[src/rtl/onewire_pkg.sv]
// Shared constants for the 1-wire multi-device scan sequencer:
// transceiver op codes, DS18B20 command bytes, CRC polynomial and FSM states.
package onewire_pkg;

    // Transceiver operation codes
    localparam logic [1:0] OP_RST = 2'b00;  // reset / presence detect
    localparam logic [1:0] OP_WR  = 2'b01;  // write one byte
    localparam logic [1:0] OP_RD  = 2'b10;  // read one byte

    // ROM and function commands
    localparam logic [7:0] CMD_SKIP_ROM  = 8'hCC;
    localparam logic [7:0] CMD_CONVERT_T = 8'h44;
    localparam logic [7:0] CMD_MATCH_ROM = 8'h55;
    localparam logic [7:0] CMD_READ_SP   = 8'hBE;

    // Dallas CRC-8 (x^8+x^5+x^4+1), bit-reflected form
    localparam logic [7:0] CRC_POLY_R = 8'h8C;

    // Byte counts on the wire
    localparam logic [3:0] ROM_LAST = 4'd7;  // 8 ROM bytes, index 0..7
    localparam logic [3:0] SP_LAST  = 4'd8;  // 9 scratchpad bytes, index 0..8

    typedef enum logic [3:0] {
        S_IDLE,
        S_CV_RST,
        S_CV_SKIP,
        S_CV_CONV,
        S_CV_WAIT,
        S_DV_RST,
        S_DV_MATCH,
        S_DV_ROM,
        S_DV_RDCMD,
        S_DV_READ,
        S_DV_CHECK,
        S_NEXT,
        S_DONE
    } state_e;

endpackage

[src/rtl/onewire_crc8.sv]
// Byte-serial Dallas CRC-8: one byte per cycle when byte_valid is high,
// bits consumed LSB first, register cleared to 0x00 by clear.
module onewire_crc8
    import onewire_pkg::*;
(
    input  logic       clk,
    input  logic       rst_n,
    input  logic       clear,
    input  logic       byte_valid,
    input  logic [7:0] byte_in,
    output logic [7:0] crc_out
);

    logic [7:0] crc_q;
    logic [7:0] crc_d;
    logic       fb;

    // Unrolled 8-step shift of the reflected CRC over the incoming byte
    always_comb begin
        crc_d = crc_q;
        fb    = 1'b0;
        for (int unsigned i = 0; i < 8; i++) begin
            fb    = crc_d[0] ^ byte_in[i[2:0]];
            crc_d = crc_d >> 1;
            if (fb) begin
                crc_d = crc_d ^ CRC_POLY_R;
            end
        end
    end

    // CRC register: clear has priority over a byte update
    always_ff @(posedge clk or negedge rst_n) begin
        if (!rst_n) begin
            crc_q <= '0;
        end else if (clear) begin
            crc_q <= '0;
        end else if (byte_valid) begin
            crc_q <= crc_d;
        end
    end

    assign crc_out = crc_q;

endmodule

[src/rtl/onewire_multi_scan.sv]
// Scan sequencer for NUM_DEV DS18B20 sensors on one 1-wire bus: broadcast
// Convert-T, then per device Match-ROM + Read-Scratchpad, CRC check, and a
// per-device temperature/valid/present table readable through rd_sel.
module onewire_multi_scan
    import onewire_pkg::*;
#(
    parameter int unsigned NUM_DEV      = 8,
    parameter int unsigned DEV_W        = 3,
    parameter int unsigned CONV_CYCLES  = 750000,
    parameter int unsigned AUTO_RESTART = 1
) (
    input  logic               clk,
    input  logic               rst_n,
    input  logic               run,
    output logic [DEV_W-1:0]   rom_idx,
    input  logic [63:0]        rom_code,
    output logic               cmd_valid,
    output logic [1:0]         cmd_op,
    output logic [7:0]         cmd_data,
    input  logic               cmd_ready,
    input  logic               rsp_valid,
    input  logic [7:0]         rsp_data,
    input  logic               rsp_presence,
    input  logic [DEV_W-1:0]   rd_sel,
    output logic [15:0]        rd_temp,
    output logic               rd_valid,
    output logic [NUM_DEV-1:0] present,
    output logic               busy,
    output logic               scan_done,
    output logic               crc_err,
    output logic               no_bus
);

    state_e             state_q, state_d;
    logic               wait_q, wait_d;      // command transferred, awaiting rsp_valid
    logic [3:0]         cnt_q, cnt_d;        // ROM / scratchpad byte index
    logic [31:0]        conv_q, conv_d;      // conversion wait counter
    logic [DEV_W-1:0]   idx_q, idx_d;        // current device
    logic [7:0]         b0_q, b0_d;          // scratchpad byte 0 (temp LSB)
    logic [7:0]         b1_q, b1_d;          // scratchpad byte 1 (temp MSB)
    logic               all_ff_q, all_ff_d;  // every byte so far was 0xFF
    logic               no_bus_q, no_bus_d;
    logic               run_q;

    logic [NUM_DEV-1:0][15:0] temp_q;
    logic [NUM_DEV-1:0]       valid_q;
    logic [NUM_DEV-1:0]       present_q;

    logic       rsp_hit;
    logic       start;
    logic       crc_clear;
    logic       crc_en;
    logic [7:0] crc_out;
    logic       tbl_clr_all;
    logic       tbl_absent;
    logic       tbl_accept;
    logic       tbl_reject;

    // A response only counts while a command is outstanding
    assign rsp_hit = wait_q & rsp_valid;
    assign start   = (AUTO_RESTART != 0) ? run : (run & ~run_q);

    onewire_crc8 u_crc (
        .clk        (clk),
        .rst_n      (rst_n),
        .clear      (crc_clear),
        .byte_valid (crc_en),
        .byte_in    (rsp_data),
        .crc_out    (crc_out)
    );

    // State and datapath registers
    always_ff @(posedge clk or negedge rst_n) begin
        if (!rst_n) begin
            state_q  <= S_IDLE;
            wait_q   <= 1'b0;
            cnt_q    <= '0;
            conv_q   <= '0;
            idx_q    <= '0;
            b0_q     <= '0;
            b1_q     <= '0;
            all_ff_q <= 1'b0;
            no_bus_q <= 1'b0;
            run_q    <= 1'b0;
        end else begin
            state_q  <= state_d;
            wait_q   <= wait_d;
            cnt_q    <= cnt_d;
            conv_q   <= conv_d;
            idx_q    <= idx_d;
            b0_q     <= b0_d;
            b1_q     <= b1_d;
            all_ff_q <= all_ff_d;
            no_bus_q <= no_bus_d;
            run_q    <= run;
        end
    end

    // Next-state, command issue and table-update decode
    always_comb begin
        state_d     = state_q;
        wait_d      = wait_q;
        cnt_d       = cnt_q;
        conv_d      = conv_q;
        idx_d       = idx_q;
        b0_d        = b0_q;
        b1_d        = b1_q;
        all_ff_d    = all_ff_q;
        no_bus_d    = 1'b0;
        cmd_valid   = 1'b0;
        cmd_op      = OP_RST;
        cmd_data    = '0;
        crc_clear   = 1'b0;
        crc_en      = 1'b0;
        crc_err     = 1'b0;
        tbl_clr_all = 1'b0;
        tbl_absent  = 1'b0;
        tbl_accept  = 1'b0;
        tbl_reject  = 1'b0;

        case (state_q)
            S_IDLE: begin
                if (start) begin
                    state_d = S_CV_RST;
                end
            end
            S_CV_RST: begin
                cmd_valid = ~wait_q;
                cmd_op    = OP_RST;
                if (rsp_hit) begin
                    wait_d = 1'b0;
                    if (rsp_presence) begin
                        state_d = S_CV_SKIP;
                    end else begin
                        no_bus_d    = 1'b1;
                        tbl_clr_all = 1'b1;
                        state_d     = S_DONE;
                    end
                end
            end
            S_CV_SKIP: begin
                cmd_valid = ~wait_q;
                cmd_op    = OP_WR;
                cmd_data  = CMD_SKIP_ROM;
                if (rsp_hit) begin
                    wait_d  = 1'b0;
                    state_d = S_CV_CONV;
                end
            end
            S_CV_CONV: begin
                cmd_valid = ~wait_q;
                cmd_op    = OP_WR;
                cmd_data  = CMD_CONVERT_T;
                if (rsp_hit) begin
                    wait_d  = 1'b0;
                    conv_d  = '0;
                    state_d = S_CV_WAIT;
                end
            end
            S_CV_WAIT: begin
                if (conv_q == CONV_CYCLES - 1) begin
                    idx_d   = '0;
                    state_d = S_DV_RST;
                end else begin
                    conv_d = conv_q + 32'd1;
                end
            end
            S_DV_RST: begin
                cmd_valid = ~wait_q;
                cmd_op    = OP_RST;
                if (rsp_hit) begin
                    wait_d = 1'b0;
                    if (rsp_presence) begin
                        state_d = S_DV_MATCH;
                    end else begin
                        tbl_absent = 1'b1;
                        state_d    = S_NEXT;
                    end
                end
            end
            S_DV_MATCH: begin
                cmd_valid = ~wait_q;
                cmd_op    = OP_WR;
                cmd_data  = CMD_MATCH_ROM;
                if (rsp_hit) begin
                    wait_d  = 1'b0;
                    cnt_d   = '0;
                    state_d = S_DV_ROM;
                end
            end
            S_DV_ROM: begin
                cmd_valid = ~wait_q;
                cmd_op    = OP_WR;
                cmd_data  = rom_code[{cnt_q[2:0], 3'b000} +: 8];
                if (rsp_hit) begin
                    wait_d = 1'b0;
                    if (cnt_q == ROM_LAST) begin
                        state_d = S_DV_RDCMD;
                    end else begin
                        cnt_d = cnt_q + 4'd1;
                    end
                end
            end
            S_DV_RDCMD: begin
                cmd_valid = ~wait_q;
                cmd_op    = OP_WR;
                cmd_data  = CMD_READ_SP;
                if (rsp_hit) begin
                    wait_d    = 1'b0;
                    cnt_d     = '0;
                    all_ff_d  = 1'b1;
                    crc_clear = 1'b1;
                    state_d   = S_DV_READ;
                end
            end
            S_DV_READ: begin
                cmd_valid = ~wait_q;
                cmd_op    = OP_RD;
                if (rsp_hit) begin
                    wait_d   = 1'b0;
                    crc_en   = 1'b1;
                    all_ff_d = all_ff_q & (rsp_data == 8'hFF);
                    if (cnt_q == 4'd0) begin
                        b0_d = rsp_data;
                    end
                    if (cnt_q == 4'd1) begin
                        b1_d = rsp_data;
                    end
                    if (cnt_q == SP_LAST) begin
                        state_d = S_DV_CHECK;
                    end else begin
                        cnt_d = cnt_q + 4'd1;
                    end
                end
            end
            S_DV_CHECK: begin
                if ((crc_out == 8'h00) && !all_ff_q) begin
                    tbl_accept = 1'b1;
                end else begin
                    tbl_reject = 1'b1;
                    crc_err    = 1'b1;
                end
                state_d = S_NEXT;
            end
            S_NEXT: begin
                if (32'(idx_q) == NUM_DEV - 1) begin
                    state_d = S_DONE;
                end else begin
                    idx_d   = idx_q + DEV_W'(1);
                    state_d = S_DV_RST;
                end
            end
            S_DONE: begin
                state_d = S_IDLE;
            end
            default: begin
                state_d = S_IDLE;
            end
        endcase

        if (cmd_valid && cmd_ready) begin
            wait_d = 1'b1;
        end
    end

    // Per-device result table
    always_ff @(posedge clk or negedge rst_n) begin
        if (!rst_n) begin
            temp_q    <= '0;
            valid_q   <= '0;
            present_q <= '0;
        end else if (tbl_clr_all) begin
            valid_q   <= '0;
            present_q <= '0;
        end else if (tbl_absent) begin
            valid_q[idx_q]   <= 1'b0;
            present_q[idx_q] <= 1'b0;
        end else if (tbl_accept) begin
            temp_q[idx_q]    <= {b1_q, b0_q};
            valid_q[idx_q]   <= 1'b1;
            present_q[idx_q] <= 1'b1;
        end else if (tbl_reject) begin
            valid_q[idx_q]   <= 1'b0;
            present_q[idx_q] <= 1'b1;
        end
    end

    // Combinational table read port
    always_comb begin
        rd_temp  = '0;
        rd_valid = 1'b0;
        if (32'(rd_sel) < NUM_DEV) begin
            rd_temp  = temp_q[rd_sel];
            rd_valid = valid_q[rd_sel];
        end
    end

    assign rom_idx   = idx_q;
    assign present   = present_q;
    assign busy      = (state_q != S_IDLE);
    assign scan_done = (state_q == S_DONE);
    assign no_bus    = no_bus_q;

endmodule

[config.mk]
export PLATFORM = sky130hd
export DESIGN_NAME = onewire_multi_scan
export DESIGN_NICKNAME = d
export VERILOG_FILES = /design/src/rtl/onewire_pkg.sv /design/src/rtl/onewire_crc8.sv /design/src/rtl/onewire_multi_scan.sv
export SDC_FILE = /design/constraint.sdc
export NUM_CORES = 1
export LEC_CHECK = 0
export BUFFER_PORTS_ARGS = -buffer_cell sky130_fd_sc_hd__buf_2
export CAP_MARGIN = 20
export CORE_ASPECT_RATIO = 0.75
export CORE_MARGIN = 8
export CORE_UTILIZATION = 62
export CTS_BUF_LIST = sky130_fd_sc_hd__clkbuf_4
export DETAILED_ROUTE_END_ITERATION = 6
export GPL_TIMING_DRIVEN = 1
export PLACE_DENSITY = 0.84
export RECOVER_POWER = 100
export SYNTH_ARGS = -nofsm -noshare
export SYNTH_HDL_FRONTEND = slang
export SYNTH_SLANG_ARGS = --single-unit
[constraint.sdc]
create_clock -name clk -period 7 [get_ports clk]
set_input_delay 1.05 -clock clk [delete_from_list [all_inputs] [get_ports clk]]
set_output_delay 1.05 -clock clk [all_outputs]
set_load 0.02 [all_outputs]
==> flow_summary.ini, run 1 <==
[run_status]
status = complete, but fails checks
violations = capacitance limit, slew limit

[route]
drt_iter0_drc = 564
drt_pre_antenna_iters = 5
routed_wl_um = 25600
met3_length_um = 1418
postRouteAntennaNets = 0
routed-wl-met2_um = 11900
vias_per_cell = 6.045
wl_met1_um = 11840
post_drt_wl_per_cell_um = 20.40
drc = 0
highest_layer = met5
vias = 7587

[placed_design]
finalWeightedCongestion = 0.8899
port_buffers = 123
placed_cell_area_sq_um = 11760
dp.cells = 1164
dp_hpwl_um = 17460
pre_cts_ws_ns = 3.185

[global_route]
overflow = 0
grt_pass1_vias = 8217
grt_pass1_wl_um = 42530
grt_util_all_layers_pct = 23.66
antenna_found_initial = 2
grt_start_max_net_pins = 76

[final_layout]
fin_nets = 1065
stdcell_area_sq_um = 12180
layout_commonest_cell = dfrtp_1
layout_common_cells = 214 x dfrtp_1, 164 x mux2_2, 81 x buf_2
area_growth_pct = 11.15
fillers = 1293
layout.cells.non_filler = 1255
seq_area_sq_um = 5355
layout-drive-gt1-share_pct = 37.85
multi_input_area_sq_um = 5249
fin_util_pct = 69.58

[synthesis]
synth_flop_cell = dfrtp_1
yosys_register_bits = 214
yosysSeqAreaShare_pct = 48.89
postSynth.asyncResetShare_pct = 100.0
synth_edf_count = 0
syn_area_sq_um = 10950
syn_nets = 923
avgSynthCellArea_sq_um = 13.10
yosys_warnings = 0
synthCells = 836
synthDistinctLibCells = 69

[timing]
timing.final.crit_share_pct = 60.29
fin_worst_skew_ns = 0.04895
slew_viol_final = 99
hold_slack_ns = 0.4788
max_clock_freq_mhz = 237.0
setup_slack_ns = 2.780
tightest_slew_ns = 3.818
setup_viol = 0
fin_tns_setup_ns = 0
hold_viol = 0
rsz0062_at_grt = no
maxSlewHeadroom_pct = -154.5
period_needed_ns = 4.220

[worst_setup_path]
worst-path-buf-inv = 2
path_max_fanout = 75
critPathSlowestCell = clkbuf_1
cp-start-kind = primary input
crit_path_end_kind = asynchronous set/reset pin
crit_family = buffers and inverters
crit_chain = clkbuf_1 > buf_4
required_ns = 7.62
timing_worst_setup_path_type = in -> async
slowest_delay_ns = 2.64
crit_arrival_ns = 4.84

[clock_tree]
clk-insertion-delay-late_ns = 0.66
cts_sinks = 214
clk_pin_slew_ns = 0.07
cts_tree = built
cts_buffers = 52
cts_setup_buffers = 0
htreeDepth = 2
cts-root-buf = clkbuf_4
cts-resized-gates = 0
cts-hold-fix-buffers = 0
clk_path_buf_depth = 3

[pwr]
seqPwrFrac_pct = 46.8
vdd_drop_max_mv = 0.1609
internal-power_mw = 2.437
p_sw_mw = 1.369
power_leakage_nw = 5.693
power.total_mw = 3.806
pwr-share-clk_pct = 25.8
power_density_nw_per_um2 = 312.6
p_sw_share_pct = 35.96
p_comb_share_pct = 27.4

[floorplan]
die-area_sq_um = 22220
dieWidth_um = 169.5
core_area_sq_um = 17500
ios = 124
rows = 42
die_h_um = 131.1
initial_core_util_pct = 62.60

[run]
cap_violations = 3

[min_path]
hold_class = reg -> reg
==> metal layers <==
layer,vias up,global-route usage (%)
met2,218,36.66
met1,3870,32.62
met3,39,5.805
met5,-,0
met4,2,7.258
li1,3458,-
==> final timing paths <==
kind / start / end / slack (ns) / cells after the start
setup / recovery: rst_n / conv_q[20] / 2.78 / 2
hold / removal: valid_q[0] / valid_q[0] / 0.48 / 2
setup reg to reg: state_q[3] / temp_q[28] / 3.07 / 5
hold reg to reg: valid_q[0] / valid_q[0] / 0.48 / 2
max in group clk: cnt_q[0] / cmd_data[0] / 2.80 / 5
min in group asynchronous: rst_n / present[4] / 1.74 / 1
==> cell type report <==
| cell class | instances | area share (%) |
|---|---|---|
| Clock buffer | 75 | 4.624 |
| Sequential cell | 214 | 43.98 |
| Clock inverter | 13 | 0.4727 |
| Timing Repair Buffer | 131 | 4.994 |
| Tap cell | 242 | 2.487 |
| Multi-Input combinational cell | 569 | 43.11 |
| Inverter | 10 | 0.3083 |
| Antenna cell | 1 | 0.02055 |
==> state kept, by name, indices dropped and copies added, names as in the netlist <==
register / flops
all_ff_q: 1
b0_q: 8
b1_q: 8
cnt_q: 4
conv_q: 32
no_bus: 1
present: 8
rom_idx: 3
state_q: 4
temp_q: 128
u_crc.crc_out: 8
valid_q: 8
wait_q: 1
==> synthesized netlist by cell type, types with 3 or more instances <==
library cell	n	area share, %
a21o_1	6	0.41
a21oi_1	19	0.87
a22o_1	10	0.80
a31oi_1	3	0.17
and2_1	4	0.23
and3_1	10	0.57
buf_1	4	0.14
buf_2	16	0.73
buf_4	5	0.34
clkbuf_1	18	0.62
dfrtp_1	214	49
ha_1	6	0.69
inv_1	9	0.31
mux2_2	165	17
mux2i_1	13	1.2
mux4_2	50	10
nand2_1	39	1.3
nand2_2	4	0.23
nand2b_1	10	0.57
nand3_1	15	0.69
nand4_1	11	0.63
nand4b_1	4	0.32
nor2_1	29	0.99
nor2b_1	5	0.29
nor3_1	12	0.55
nor4_1	9	0.51
nor4b_1	3	0.24
o2111ai_1	5	0.40
o21ai_0	39	1.8
o31ai_1	4	0.27
or3_1	12	0.69
xnor2_1	23	1.8
xor2_1	9	0.72
==> power by group through the flow <==
stage	registers [mW]	clock network, mW	logic (mW)
6_report	1.78	0.981	1.04
4_1_cts	1.80	1.01	1.07
2_1_floorplan	1.63	0	0.933
5_1_grt	1.83	1.07	1.15
3_5_place_dp	1.82	0	1.07
3_3_place_gp	1.81	0	1.04
==> cells by family (layout without fill, tap and decap cells) <==
| group | Yosys count | in the layout | share of synthesized area, % |
|---|---|---|---|
| mux | 228 | 228 | 28.43 |
| flops | 214 | 214 | 48.89 |
| simple gates | 195 | 195 | 10.69 |
| compound gates | 106 | 106 | 6.225 |
| buf+inv | 53 | 229 | 2.170 |
| xor+xnor | 34 | 34 | 2.913 |
| fa+ha+maj | 6 | 6 | 0.6853 |
| other cells | 0 | 1 | 0 |
Note: power is estimated with default switching activity, not from simulation.
==> run 2, diff against run 1 <==
Settings changed: CORE_UTILIZATION 62 to 55, PLACE_DENSITY 0.84 to 0.79.
Clock period 7 ns to 3.4 ns, I/O delays scaled along.
==> flow_summary.ini, run 2 (synthesis gave the netlist of run 1 again) <==
[clock_tree]
cts-resized-gates = 0
cts_buffers = 53
clk-insertion-delay-late_ns = 0.69
clk_pin_slew_ns = 0.06
cts_sinks = 214
cts_tree = built
cts-root-buf = clkbuf_4
clk_path_buf_depth = 3
htreeDepth = 2
cts_setup_buffers = 0

[global_route]
grt_pass1_vias = 8046
overflow = 0
antenna_found_initial = 1
grt_pass1_wl_um = 42240
grt_start_max_net_pins = 84
grt_util_all_layers_pct = 20.97

[final_layout]
seq_area_sq_um = 5355
fillers = 1559
layout-drive-gt1-share_pct = 37.81
layout_commonest_cell = dfrtp_1
largest_reg_flops = 128
reg_top3 = temp_q x128, conv_q x32
regMostFlops = temp_q
multi_input_area_sq_um = 5265
stdcell_area_sq_um = 12290
fin_nets = 1073
layout_common_cells = 214 x dfrtp_1, 162 x mux2_2, 80 x buf_2
area_growth_pct = 12.20

[route]
routed_wl_um = 25320
drc = 0
postRouteAntennaNets = 0
vias = 7574
post_drt_wl_per_cell_um = 19.86
vias_per_cell = 5.940
drt_iter0_drc = 483
drt_pre_antenna_iters = 5

[floorplan]
initial_core_util_pct = 56.37
core_area_sq_um = 19430
die-area_sq_um = 24740
ios = 124
die_h_um = 138.2
dieWidth_um = 179.0
rows = 44

[min_path]
hold_class = in -> reg

[worst_setup_path]
required_ns = 3.92
timing_worst_setup_path_type = reg -> reg
crit_path_end_kind = register
cp-start-kind = register
path_max_fanout = 16
crit_arrival_ns = 3.64

[timing]
tightest_slew_ns = 1.926
slew_viol_final = 78
setup_slack_ns = 0.2779
rsz0062_at_grt = no
timing.final.crit_share_pct = 91.83
fin_worst_skew_ns = 0.06495
maxSlewHeadroom_pct = -28.43
fin_tns_setup_ns = 0
max_clock_freq_mhz = 320.3
setup_viol = 0
hold_viol = 0
period_needed_ns = 3.122

[pwr]
vdd_drop_max_mv = 0.3440
power_leakage_nw = 5.738
power_density_nw_per_um2 = 644.8

[placed_design]
port_buffers = 123
pre_cts_ws_ns = 0.7502
placed_cell_area_sq_um = 11830
dp_hpwl_um = 16920
finalWeightedCongestion = 0.8362

[run_status]
violations = capacitance limit, slew limit
status = complete, but fails checks

[run]
cap_violations = 1
[run 2: cell types whose count changed in the layout (fill, tap and decap cells not counted), sizes merged]
cell | before | now
buf | 85 | 87
bufinv | 0 | 1
clkinvlp | 2 | 1
clkinv | 11 | 19
clkbuf | 121 | 119
dlygate4sd3 | 0 | 1
[run 2: stage by stage]
step	hold WS, ns	power (mW)	instances	utilization (%)
after global routing	0.1048	8.453	1275	63.24
after global placement	0.4573	5.936	1183	60.89
final	0.1538	7.924	1275	63.24
after detailed placement	0.4607	6.000	1183	60.89
after floorplan	0.2144	5.281	836	-
after CTS	0.1165	8.089	1274	64.20
[run 2: metal layers]
metal,routed length (um),global-route usage (%)
met1,12010,30.23
met2,11320,30.72
met3,1644,5.687
met4,344,5.601
met5,0,0
[run 2: where the power goes]
group	total [mW]	internal, mW	leakage [nW]	switching, mW
Clock	2.06	1.02	0.364	1.04
Sequential	3.62	2.95	2.91	0.664
Combinational	2.25	1.09	2.46	1.16
Total	7.92	5.06	5.74	2.87
[run 2: critical path, cell delays in order (launching register included)]
cell and delay [ns]:
dfrtp_1 0.64, nor2b_1 0.35, nand4b_1 0.26, nor2_1 0.46, nand2_1 0.76, mux2_2 0.53
[run 2: final timing paths]
check | from | endpoint | slack, ns | cells past startpoint
setup / recovery | state_q[3] | temp_q[99] | 0.28 | 5
hold / removal | rsp_valid | wait_q | 0.15 | 2
setup reg to reg | state_q[3] | temp_q[99] | 0.28 | 5
hold reg to reg | valid_q[4] | valid_q[4] | 0.48 | 1
max in group asynchronous | rst_n | u_crc.crc_out[3] | 0.70 | 3
min in group asynchronous | rst_n | conv_q[27] | 0.91 | 2
[run 2: cell type report]
cell class,count,area share (%)
well taps,253,2.576
clock inverters,21,0.9264
flip-flops and latches,214,43.57
inverters,10,0.3054
clock buffers,69,4.215
diodes,1,0.02036
repair buffers,138,5.548
multi-input cells,569,42.84
[run 2: what timing repair did]
item / 4_1_cts / 5_1_grt
hold buffers: 1 / 0
setup endpoints to repair: 0 / 0
hold endpoints to repair: 75 / 0
==> run 3, diff against run 2 <==
Settings changed: CORE_ASPECT_RATIO 0.75 to default.
==> flow_summary.ini, run 3 (synthesis gave the netlist of run 1 again) <==
[route]
drc = 0
drt_pre_antenna_iters = 5
met3_length_um = 1585
vias_per_cell = 5.932
vias = 7688
postRouteAntennaNets = 0
drt_iter0_drc = 431
routed_wl_um = 26000
post_drt_wl_per_cell_um = 20.06
routed-wl-met2_um = 12670
highest_layer = met4
wl_met1_um = 11320

[clock_tree]
clk_path_buf_depth = 3
cts-root-buf = clkbuf_4
cts_tree = built
clk-insertion-delay-late_ns = 0.71
htreeDepth = 2
cts_buffers = 55
cts_sinks = 214
cts_setup_buffers = 0
clk_pin_slew_ns = 0.07
cts-resized-gates = 0
cts-hold-fix-buffers = 1

[min_path]
hold_class = in -> reg
hold_start = cmd_ready
hold_path_depth = 3
whs_endpoint = wait_q

[floorplan]
rows = 51
die-area_sq_um = 24690
ios = 124
initial_core_util_pct = 56.10
core_area_sq_um = 19530
dieWidth_um = 157.1
die_h_um = 157.1

[worst_setup_path]
rrSetupSlack_ns = 0.21
reg2reg_depth = 6
worst-path-buf-inv = 1
crit_arrival_ns = 3.71
required_ns = 3.92
crit_path_end_kind = register
crit_family = simple AND/OR/NAND/NOR gates
startpoint = state_q[3]
timing_worst_setup_path_type = reg -> reg
crit_chain = nand4bb_1 > nor2_1 > clkbuf_1 > nand2_1 > nor2_2 > mux2_2
r2r_start = state_q[3]
slowest_delay_ns = 0.94
path_max_fanout = 24
cp-start-kind = register
critPathSlowestCell = nor2_2
r2r-end = temp_q[29]

[timing]
max_clock_freq_mhz = 313.8
hold_slack_ns = 0.1250
timing.final.crit_share_pct = 93.73
setup_viol = 0
hold_viol = 0
tightest_slew_ns = 1.982
rsz0062_at_grt = no
fin_worst_skew_ns = 0.07448
fin_tns_setup_ns = 0
slew_viol_final = 81
maxSlewHeadroom_pct = -32.12
period_needed_ns = 3.187

[pwr]
power.total_mw = 7.963
power_leakage_nw = 5.780
vdd_drop_max_mv = 0.4712
power_density_nw_per_um2 = 644.1

[placed_design]
port_buffers = 123
dp.cells = 1197
finalWeightedCongestion = 0.8290
dp_hpwl_um = 17700

[run_status]
violations = capacitance limit, slew limit
status = complete, but fails checks

[final_layout]
area_growth_pct = 12.85
layout_common_cells = 214 x dfrtp_1, 164 x mux2_2, 82 x buf_2
layout-drive-gt1-share_pct = 38.89
layout_commonest_cell = dfrtp_1
antenna_cells = 0
largest_reg_flops = 128
layout.cells.non_filler = 1296
reg_top3 = temp_q x128, conv_q x32
fin_util_pct = 63.31
regMostFlops = temp_q
fin_nets = 1077

[global_route]
grt_pass1_wl_um = 42400
grt_pass1_vias = 8240
grt_util_all_layers_pct = 21.62
overflow = 0
antenna_found_initial = 0
grt_start_max_net_pins = 81

[run]
cap_violations = 1
==> run 3: cell count changes in the layout (fill, tap and decap cells not counted), moves of 3 or more <==
cell,change
clkbuf_1,-4
clkbuf_2,+3
clkbuf_4,+3
clkinv_2,+3
==> run 3: power by group <==
part	switching [mW]	internal (mW)	total [mW]
Sequential	0.711	2.95	3.66
Clock	1.07	1.00	2.07
Combinational	1.14	1.09	2.23
==> run 3: how the worst max path moves through the flow <==
stage | end | slack (ns) | depth (start not counted)
floorplan | rd_valid | 0.90 | 4
global placement | temp_q[18] | 0.87 | 6
detailed placement | temp_q[102] | 0.77 | 5
CTS | cmd_data[2] | 0.23 | 6
global route | temp_q[29] | 0.05 | 6
finish | temp_q[29] | 0.21 | 6
==> run 3: metal layers <==
metal	vias to the layer above	GRT usage [%]
li1	3479	-
met1	3914	27.33
met2	251	36.11
met3	44	5.786
met4	0	6.120
met5	-	0
==> run 3: through the flow <==
stage / cell area (sq um) / setup WS (ns)
finish: 12360 / 0.2132
CTS: 12540 / 0.2313
global route: 12360 / 0.04588
floorplan: 10950 / 0.8993
detailed placement: 11860 / 0.7743
global placement: 11860 / 0.8661
==> run 3: tightest hold or removal path, cell delays in order <==
cell and delay (ns):
buf_2 0.10, a21oi_1 0.11, a31oi_1 0.05
==> run 3: final cells by class <==
class	instances	area (sq um)
Clock buffer	72	540.5
Tap cell	265	331.6
Timing Repair Buffer	140	699.4
Multi-Input combinational cell	569	5275
Sequential cell	214	5355
Fill cell	1520	7164
Inverter	10	37.54
Clock inverter	26	122.6
